File: src/rtl/hazard_ctrl_pkg.sv
// hazard_ctrl_pkg -- shared constants for the pipeline control path.
//   * BYPASS_*  : forward-select values (0 = register file, k = stage k)
//   * pcsel_e   : next-PC source select used by the fetch unit
//   * hz_state_e: hazard controller FSM states
//   * sb_entry_t: one in-flight scoreboard entry, plus the bubble constant
package hazard_ctrl_pkg;

    // Forward select 0 always means "take the register-file read value".
    localparam int BYPASS_REGFILE = 0;

    typedef enum logic [1:0] {
        PCSEL_SEQ    = 2'd0,
        PCSEL_BRANCH = 2'd1,
        PCSEL_JUMP   = 2'd2,
        PCSEL_TRAP   = 2'd3
    } pcsel_e;

    typedef enum logic [1:0] {
        ST_RUN   = 2'd0,
        ST_STALL = 2'd1,
        ST_FLUSH = 2'd2
    } hz_state_e;

    // Kill counter only needs to hold up to 3 squash slots.
    localparam int KILL_CW = 2;

    typedef struct packed {
        logic       valid;
        logic [4:0] rd;
        logic       we;
        logic       load;
    } sb_entry_t;

    localparam sb_entry_t SB_BUBBLE = '0;

    // Build an entry for a live instruction; a write to x0 is recorded as
    // a non-write so that x0 can never forward or cause a stall.
    function automatic sb_entry_t make_entry(input logic [4:0] rd,
                                             input logic       we,
                                             input logic       load);
        sb_entry_t e;
        e.valid = 1'b1;
        e.rd    = rd;
        e.we    = we && (rd != 5'd0);
        e.load  = load;
        return e;
    endfunction

endpackage

File: src/rtl/hazard_ctrl_if.sv
// hazard_ctrl_if -- decode-side handshake between the pipeline and the
// hazard controller.
//   pipeline -> controller: id_valid, id_rs1, id_rs2, id_rd, id_we, id_load,
//                           redirect
//   controller -> pipeline: stall, kill, fwd_a, fwd_b (SELW bits each),
//                           wb_we, wb_rd
// The pipeline uses the master modport, the controller the slave modport.
interface hazard_ctrl_if #(
    parameter int SELW = 2
);
    logic            id_valid;
    logic [4:0]      id_rs1;
    logic [4:0]      id_rs2;
    logic [4:0]      id_rd;
    logic            id_we;
    logic            id_load;
    logic            redirect;
    logic            stall;
    logic            kill;
    logic [SELW-1:0] fwd_a;
    logic [SELW-1:0] fwd_b;
    logic            wb_we;
    logic [4:0]      wb_rd;

    modport master (
        output id_valid, id_rs1, id_rs2, id_rd, id_we, id_load, redirect,
        input  stall, kill, fwd_a, fwd_b, wb_we, wb_rd
    );

    modport slave (
        input  id_valid, id_rs1, id_rs2, id_rd, id_we, id_load, redirect,
        output stall, kill, fwd_a, fwd_b, wb_we, wb_rd
    );
endinterface

File: src/rtl/hazard_ctrl_sb_stage.sv
// hazard_sb_stage -- one scoreboard entry register with asynchronous reset.
//   clk   : rising-edge clock
//   reset : asynchronous, active-high; clears the entry to a bubble
//   d     : entry to capture on the next edge
//   q     : currently held entry
module hazard_sb_stage
    import hazard_ctrl_pkg::*;
(
    input  logic      clk,
    input  logic      reset,
    input  sb_entry_t d,
    output sb_entry_t q
);

    always_ff @(posedge clk or posedge reset) begin
        if (reset) begin
            q <= SB_BUBBLE;
        end else begin
            q <= d;
        end
    end

endmodule

File: src/rtl/hazard_ctrl.sv
// hazard_ctrl -- decode-stage hazard unit: operand forwarding selects,
// load-use stall and post-redirect squash.
//   clk   : rising-edge clock
//   reset : asynchronous, active-high
//   hz    : hazard_ctrl_if.slave (decode inputs, redirect, stall/kill,
//           forward selects, writeback enable/address)
// Stage 1 of the scoreboard is X, stage NUM_STAGES is writeback.
module hazard_ctrl
    import hazard_ctrl_pkg::*;
#(
    parameter int NUM_STAGES = 2,
    parameter int LOAD_LAT   = 1,
    parameter int KILL_SLOTS = 1,
    parameter int SELW       = $clog2(NUM_STAGES + 1)
) (
    input  logic         clk,
    input  logic         reset,
    hazard_ctrl_if.slave hz
);

    sb_entry_t sb_q [NUM_STAGES:1];
    sb_entry_t sb_d [NUM_STAGES:1];
    sb_entry_t entry_in;

    hz_state_e          state_q, state_d;
    logic [KILL_CW-1:0] kill_cnt_q, kill_cnt_d;
    logic [KILL_CW-1:0] kill_cnt_eff;

    logic            load_use;
    logic            stall;
    logic            kill;
    logic [SELW-1:0] fwd_a_sel;
    logic [SELW-1:0] fwd_b_sel;

    // ------------------------------------------------------------------
    // Forwarding: scan from the oldest stage down so the youngest
    // (lowest-numbered) matching producer wins.
    // ------------------------------------------------------------------
    always_comb begin
        fwd_a_sel = SELW'(BYPASS_REGFILE);
        fwd_b_sel = SELW'(BYPASS_REGFILE);
        for (int k = NUM_STAGES; k >= 1; k--) begin
            if (sb_q[k].valid && sb_q[k].we && (sb_q[k].rd == hz.id_rs1)) begin
                fwd_a_sel = SELW'(k);
            end
            if (sb_q[k].valid && sb_q[k].we && (sb_q[k].rd == hz.id_rs2)) begin
                fwd_b_sel = SELW'(k);
            end
        end
    end

    // ------------------------------------------------------------------
    // Load-use: load data is not forwardable until it has moved past
    // stage LOAD_LAT, so only stages 1..LOAD_LAT are checked.
    // ------------------------------------------------------------------
    always_comb begin
        load_use = 1'b0;
        for (int k = 1; k <= LOAD_LAT; k++) begin
            if (sb_q[k].valid && sb_q[k].we && sb_q[k].load &&
                ((sb_q[k].rd == hz.id_rs1) || (sb_q[k].rd == hz.id_rs2))) begin
                load_use = 1'b1;
            end
        end
    end

    // ------------------------------------------------------------------
    // Controller. The redirect cycle itself is the first kill slot: the
    // counter is loaded with KILL_SLOTS and consumes one slot in that same
    // cycle, so FLUSH covers the remaining KILL_SLOTS-1 slots. FLUSH is
    // therefore held exactly while the registered counter is nonzero.
    // ------------------------------------------------------------------
    always_comb begin
        kill  = hz.redirect || (state_q == ST_FLUSH);
        // A squashed instruction never needs to wait for its operands.
        stall = load_use && hz.id_valid && !kill;

        kill_cnt_eff = hz.redirect ? KILL_CW'(KILL_SLOTS) : kill_cnt_q;
        kill_cnt_d   = (kill_cnt_eff != '0) ? kill_cnt_eff - 1'b1 : '0;

        if (kill_cnt_d != '0) begin
            state_d = ST_FLUSH;
        end else if (stall) begin
            state_d = ST_STALL;
        end else begin
            state_d = ST_RUN;
        end
    end

    always_ff @(posedge clk or posedge reset) begin
        if (reset) begin
            state_q    <= ST_RUN;
            kill_cnt_q <= '0;
        end else begin
            state_q    <= state_d;
            kill_cnt_q <= kill_cnt_d;
        end
    end

    // ------------------------------------------------------------------
    // Scoreboard shift chain. Stage 1 takes the decode instruction or a
    // bubble when it is stalled, killed or absent.
    // ------------------------------------------------------------------
    always_comb begin
        entry_in = SB_BUBBLE;
        if (hz.id_valid && !stall && !kill) begin
            entry_in = make_entry(hz.id_rd, hz.id_we, hz.id_load);
        end
        sb_d[1] = entry_in;
        for (int k = 2; k <= NUM_STAGES; k++) begin
            sb_d[k] = sb_q[k-1];
        end
    end

    generate
        for (genvar gi = 1; gi <= NUM_STAGES; gi++) begin : g_stage
            hazard_sb_stage u_stage (
                .clk   (clk),
                .reset (reset),
                .d     (sb_d[gi]),
                .q     (sb_q[gi])
            );
        end
    endgenerate

    assign hz.stall = stall;
    assign hz.kill  = kill;
    assign hz.fwd_a = fwd_a_sel;
    assign hz.fwd_b = fwd_b_sel;
    assign hz.wb_we = sb_q[NUM_STAGES].valid && sb_q[NUM_STAGES].we;
    assign hz.wb_rd = sb_q[NUM_STAGES].rd;

endmodule
File: src/flat_wrapper.sv
// flat-port wrapper written by rule: the top's interface ports become plain ports
module hazard_ctrl_flat import hazard_ctrl_pkg::*;
#(
    parameter int NUM_STAGES = 2,
    parameter int LOAD_LAT   = 1,
    parameter int KILL_SLOTS = 1,
    parameter int SELW       = $clog2(NUM_STAGES + 1)
)
  (clk, reset, hz_id_valid, hz_id_rs1, hz_id_rs2, hz_id_rd, hz_id_we, hz_id_load, hz_redirect, hz_stall, hz_kill, hz_fwd_a, hz_fwd_b, hz_wb_we, hz_wb_rd);
  hazard_ctrl_if #(.SELW(SELW)) hz_i ();
  input  logic clk;
  input  logic reset;
  input wire logic [$bits(hz_i.id_valid)-1:0] hz_id_valid;
  input wire logic [$bits(hz_i.id_rs1)-1:0] hz_id_rs1;
  input wire logic [$bits(hz_i.id_rs2)-1:0] hz_id_rs2;
  input wire logic [$bits(hz_i.id_rd)-1:0] hz_id_rd;
  input wire logic [$bits(hz_i.id_we)-1:0] hz_id_we;
  input wire logic [$bits(hz_i.id_load)-1:0] hz_id_load;
  input wire logic [$bits(hz_i.redirect)-1:0] hz_redirect;
  output wire logic [$bits(hz_i.stall)-1:0] hz_stall;
  output wire logic [$bits(hz_i.kill)-1:0] hz_kill;
  output wire logic [$bits(hz_i.fwd_a)-1:0] hz_fwd_a;
  output wire logic [$bits(hz_i.fwd_b)-1:0] hz_fwd_b;
  output wire logic [$bits(hz_i.wb_we)-1:0] hz_wb_we;
  output wire logic [$bits(hz_i.wb_rd)-1:0] hz_wb_rd;
  assign hz_i.id_valid = hz_id_valid;
  assign hz_i.id_rs1 = hz_id_rs1;
  assign hz_i.id_rs2 = hz_id_rs2;
  assign hz_i.id_rd = hz_id_rd;
  assign hz_i.id_we = hz_id_we;
  assign hz_i.id_load = hz_id_load;
  assign hz_i.redirect = hz_redirect;
  assign hz_stall = hz_i.stall;
  assign hz_kill = hz_i.kill;
  assign hz_fwd_a = hz_i.fwd_a;
  assign hz_fwd_b = hz_i.fwd_b;
  assign hz_wb_we = hz_i.wb_we;
  assign hz_wb_rd = hz_i.wb_rd;
  hazard_ctrl #(.NUM_STAGES(NUM_STAGES), .LOAD_LAT(LOAD_LAT), .KILL_SLOTS(KILL_SLOTS), .SELW(SELW)) u_core (.clk(clk), .reset(reset), .hz(hz_i));
endmodule
File: config.mk
export PLATFORM = sky130hd
export DESIGN_NAME = hazard_ctrl_flat
export DESIGN_NICKNAME = d
export VERILOG_FILES = /design/src/rtl/hazard_ctrl_pkg.sv /design/src/rtl/hazard_ctrl_if.sv /design/src/rtl/hazard_ctrl_sb_stage.sv /design/src/rtl/hazard_ctrl.sv /design/src/flat_wrapper.sv
export SDC_FILE = /design/constraint.sdc
export NUM_CORES = 1
export LEC_CHECK = 0
export BUFFER_PORTS_ARGS = -buffer_cell sky130_fd_sc_hd__buf_2
export CORE_ASPECT_RATIO = 0.6
export CORE_MARGIN = 2
export CORE_UTILIZATION = 40
export DETAILED_ROUTE_END_ITERATION = 8
export GPL_TIMING_DRIVEN = 0
export HOLD_SLACK_MARGIN = 0.06
export PLACE_DENSITY = 0.67
export RECOVER_POWER = 100
export SETUP_SLACK_MARGIN = 0.1
export SYNTH_ARGS = -nofsm -noshare
export SYNTH_HDL_FRONTEND = slang
export SYNTH_HIERARCHICAL = 1
export SYNTH_SLANG_ARGS = --single-unit
File: constraint.sdc
create_clock -name clk -period 1.6 [get_ports clk]
set_input_delay 0.24 -clock clk [delete_from_list [all_inputs] [get_ports clk]]
set_output_delay 0.24 -clock clk [all_outputs]
set_load 0.005 [all_outputs]
Word-level counts from Yosys, hierarchy flattened
Cells that the tools add are included.

Flip-flop bits (word level): 19. Latch bits: 0. Memory bits (writable): 0. Bits in read-only memories: 0. Input bits: 21. Output and inout port bits: 12. Memories: 0.

Add/sub/neg operators: 1. Multipliers: 0. Divide/modulo/power cells: 0. Order comparisons: 0. Eq/ne operators: 5. Shifts and indexed selects: 0. Muxes and demuxes: 10. Bitwise operators: 0. Reductions and logical operators: 20.

Operator list (count): $eq 5x5->1 (4); $mux 2 (7); $logic_and 1x1->1 (13); $mux 8 (1); $reduce_bool 5->1 (1); $reduce_bool 2->1 (2); $eq 2x2->1 const B (1); $logic_not 1->1 (2); $logic_or 1x1->1 (2); $mux 1 (2); $sub 2x1->2 const B (1).

Depth between registers and ports, before layout
Word-level depth: 10. Mapped depth: 4.

Modules after synthesis
The synthesis kept the hierarchy.

By module, submodules not included: hazard_ctrl (instances 1, cells each 67, area an instance 513.0 µm², seq. area each 100.1 µm²); hazard_sb_stage (instances 2, cells each 9, area an instance 203.9 µm², seq. area each 200.2 µm²).

Least setup slack after synthesis
OpenSTA, ideal clock, no wires.

Path kind: register to output. Start point: register u_core/g_stage[1].u_stage/q[6] (netlist bit). End point: output port hz_stall. Arrival: 1.124 ns. Required time: 1.360 ns. Slack: 0.236 ns. Stages on the path, launching flop included: 5. Buffers on the path: 0. Path through: dfrtp_1 > xnor2_1 > nand3_1 > o22ai_4 > and2_2.

Longest elaborated chain between the ends: 6. Elaborated cells on any way between the ends: 7. Those cells by class: eq/ne (2); mux (1); reduce/logical (4).

Ends and longest elaborated chain: start, declared (RTL line hazard_ctrl_sb_stage.sv:12) `output sb_entry_t q`; start signal, assigned (RTL line hazard_ctrl_sb_stage.sv:17) `q <= SB_BUBBLE;`; start signal, assigned (RTL line hazard_ctrl_sb_stage.sv:19) `q <= d;`; $eq 5x5->1 (RTL line hazard_ctrl.sv:60) `((sb_q[k].rd == hz.id_rs1) || (sb_q[k].rd == hz.id_rs2))) begin`; $logic_or 1x1->1 (*) (RTL line hazard_ctrl.sv:60); $logic_and 1x1->1 (*) (RTL line hazard_ctrl.sv:59) `if (sb_q[k].valid && sb_q[k].we && sb_q[k].load &&`; $mux 1 (*) (RTL line hazard_ctrl.sv:59); $logic_and 1x1->1 (*) (2 in series) (RTL line hazard_ctrl.sv:75) `stall = load_use && hz.id_valid && !kill;`; end, declared (RTL line flat_wrapper.sv:20) `output wire logic [$bits(hz_i.stall)-1:0] hz_stall;`.

Every way passes the cells marked *; elsewhere a longest branch is shown, timed or not.

Worst setup path in the final report
Same ends and word-level chain as after synthesis.

==> run_results.csv <==
group,metric,value,unit
global_route,met2_usage,23.20,%
drt,wl_per_cell,12.99,um
clock_network,clkTransAtPathRegs,0.06,ns
global_route,grt.busiest_layer,"met2",
power_and_ir_drop,finalPower,0.0009697,W
finish,drive_above_1_share,43.09,%
power_and_ir_drop,power_density,773.5,nW/um^2
drt,via_count,711,
drt,drt_iter0_markers,19,
global_route,grt.total_usage,15.92,%
timing,finClkSkew,0.003190,ns
critical_path,critPathMaxStageDelay,0.45,ns
critical_path,startpoint_type,"flop",
run,maxCapViolCount,0,
placed_design,hpwl,1443,um
clock_network,cts_tree,"built",
yosys,synth_fp_nets,105,
yosys,syn_inst,84,
timing,fin_setup_tns,-0.2718,ns
critical_path,crit_fanout,3,
clock_network,root_buffer,"clkbuf_8",
global_route,grt_remaining_overflow,0,
timing,fin_crit_sh,108.2,%
global_route,grt_pass1_wl,2911,um
clock_network,cts_made_buffers,3,
critical_path,crit_path_top_delay_cell,"dfrtp_2",
drt,drc,0,
power_and_ir_drop,ir_drop,0.4187,mV
power_and_ir_drop,pwr-share-seq,52.9,%
yosys,yosysWarnings,6,
critical_path,end_kind,"output pin",
global_route,antenna_found_initial,0,
finish,n_antenna_cell,0,
timing,fin_ws,-0.1314,ns
finish,fillers,184,
floorplanning,coreArea,2147,um^2
yosys,postSynthAreaPerCell,10.66,um^2
timing,finalSetupViolCount,4,
timing,slew_viol_final,0,
power_and_ir_drop,p_switching,0.0002243,W
timing,fmaxAchievable,577.6,MHz
finish,layout.nets,145,
global_route,first_global_vias,591,
global_route,use_met3,4.396,%
floorplanning,die_y,40.66,um
clock_network,clk_latency,0.24,ns
power_and_ir_drop,leakage,0.6061,nW
critical_path,cp_data_required_time,1.36,ns
clock_network,clk_path_buf_depth,2,
placed_design,gp_congestion,0.7807,
drt,via_per_inst,4.647,
drt,first_pass_iters,4,
critical_path,reg2reg_slack,0.20,ns
power_and_ir_drop,p_int,0.0007454,W
timing,hold_violations,0,
floorplanning,dieArea,2647,um^2
placed_design,dp_slack,-0.01540,ns
placed_design,io_buffers,32,
finish,areaGrowthSynthToFinish,39.94,%
global_route,grt_max_degree,11,
power_and_ir_drop,swShare,23.13,%
clock_network,ctsHtreeMaxLevel,1,
timing,finalCriticalPeriod,1.731,ns
timing,rsz0062_at_grt,"true",
floorplanning,row_count,13,
clock_network,cts.sinks,19,
critical_path,crit_arrival,1.49,ns
floorplanning,io_pins,33,
hold_path,hold_path_class,"in -> reg",
outcome,status,"finished with violations",
timing,worst_pin_slew,0.2961,ns
floorplanning,die_w,65.10,um
global_route,grt_use_met1,22.32,%
yosys,netlist_area,895.9,um^2
timing,maxSlewHeadroom,80.24,%
critical_path,critical_path_class,"reg -> out",
drt,ant_nets,0,
critical_path,r2r_cells,5,
outcome,violations,"negative setup slack",
hold_path,min_path_cells,3,
power_and_ir_drop,clock_power_share,32.2,%
drt,wl,1988,um
power_and_ir_drop,combPwrFrac,15.0,%
floorplanning,initial_core_util,41.72,%
critical_path,crit_path_cell_trace,"xnor2_2, nand3_2, o22ai_4, and2_4, buf_6",
-- metal layers --
layer | wire [um] | vias up
met3 | 105 | 2
met4 | 19 | 0
met2 | 911 | 21
met1 | 951 | 335
li1 | - | 353
met5 | 0 | -
-- sequential cells by signal (all words and copies together), names as in the netlist --
register                  cells
u_core/state_q                2
u_core/g_stage.u_stage/q     15
u_core/kill_cnt_q             2
-- final timing paths --
path	start	to
max in group asynchronous	reset	u_core/g_stage[1].u_stage/q[3]
hold / removal	hz_id_load	u_core/g_stage[1].u_stage/q[0]
setup / recovery	u_core/g_stage[1].u_stage/q[6]	hz_stall
setup reg to reg	u_core/g_stage[1].u_stage/q[6]	u_core/state_q[0]
hold reg to reg	u_core/g_stage[1].u_stage/q[1]	u_core/g_stage[2].u_stage/q[1]
min in group asynchronous	reset	u_core/kill_cnt_q[1]
-- critical path: cells and delay by family, from the launching register on --
family | cells | cell delay [ns]
AO/OA/AOI/OAI | 1 | 0.22
XOR/XNOR | 1 | 0.17
AND/OR/NAND/NOR | 2 | 0.33
flip-flops | 1 | 0.45
buffers and inverters | 1 | 0.08
-- through the flow --
step	hold slack [ns]	utilization, %	instance area, um^2	std cells
2_1_floorplan	0.006082	-	895.9	84
3_3_place_gp	0.1428	50.93	1094	146
3_5_place_dp	0.1536	50.93	1094	146
4_1_cts	0.1987	55.83	1199	152
5_1_grt	0.2021	58.39	1254	153
6_report	0.2037	58.39	1254	153
-- cell usage in the layout (no fill, tap or decap), types with 3 or more instances in the layout --
master and instances:
nand3_2 4, nor2_1 8, buf_2 26, dfrtp_2 4, xnor2_2 7, nand2_1 10, dfrtp_1 15, clkbuf_8 3
xnor2_1 11, inv_1 5, clkbuf_1 6
-- timing repair --
action,in CTS,in global routing
hold buffers,1,0
pin swaps,12,7
endpoints found under the setup margin,5,6
resized for setup,8,11
setup buffers,1,1
endpoints found under the hold margin,19,0
-- layout make-up --
type / instances / area, um^2 / share of cell area (%)
clock buffers: 4 / 45.04 / 3.593
inverters: 5 / 18.77 / 1.497
flip-flops and latches: 19 / 480.5 / 38.32
well taps: 30 / 37.54 / 2.994
multi-input cells: 60 / 486.7 / 38.82
repair buffers: 35 / 185.2 / 14.77
-- power groups by stage --
stage	combinational [W]	clock [W]	sequential, W
2_1_floorplan	0.0000682	0	0.000516
6_report	0.000145	0.000312	0.000513
3_5_place_dp	0.000118	0	0.000519
3_3_place_gp	0.000117	0	0.000518
5_1_grt	0.000159	0.000355	0.000514
4_1_cts	0.000131	0.000318	0.000511
(Power assumes the default switching activity.)
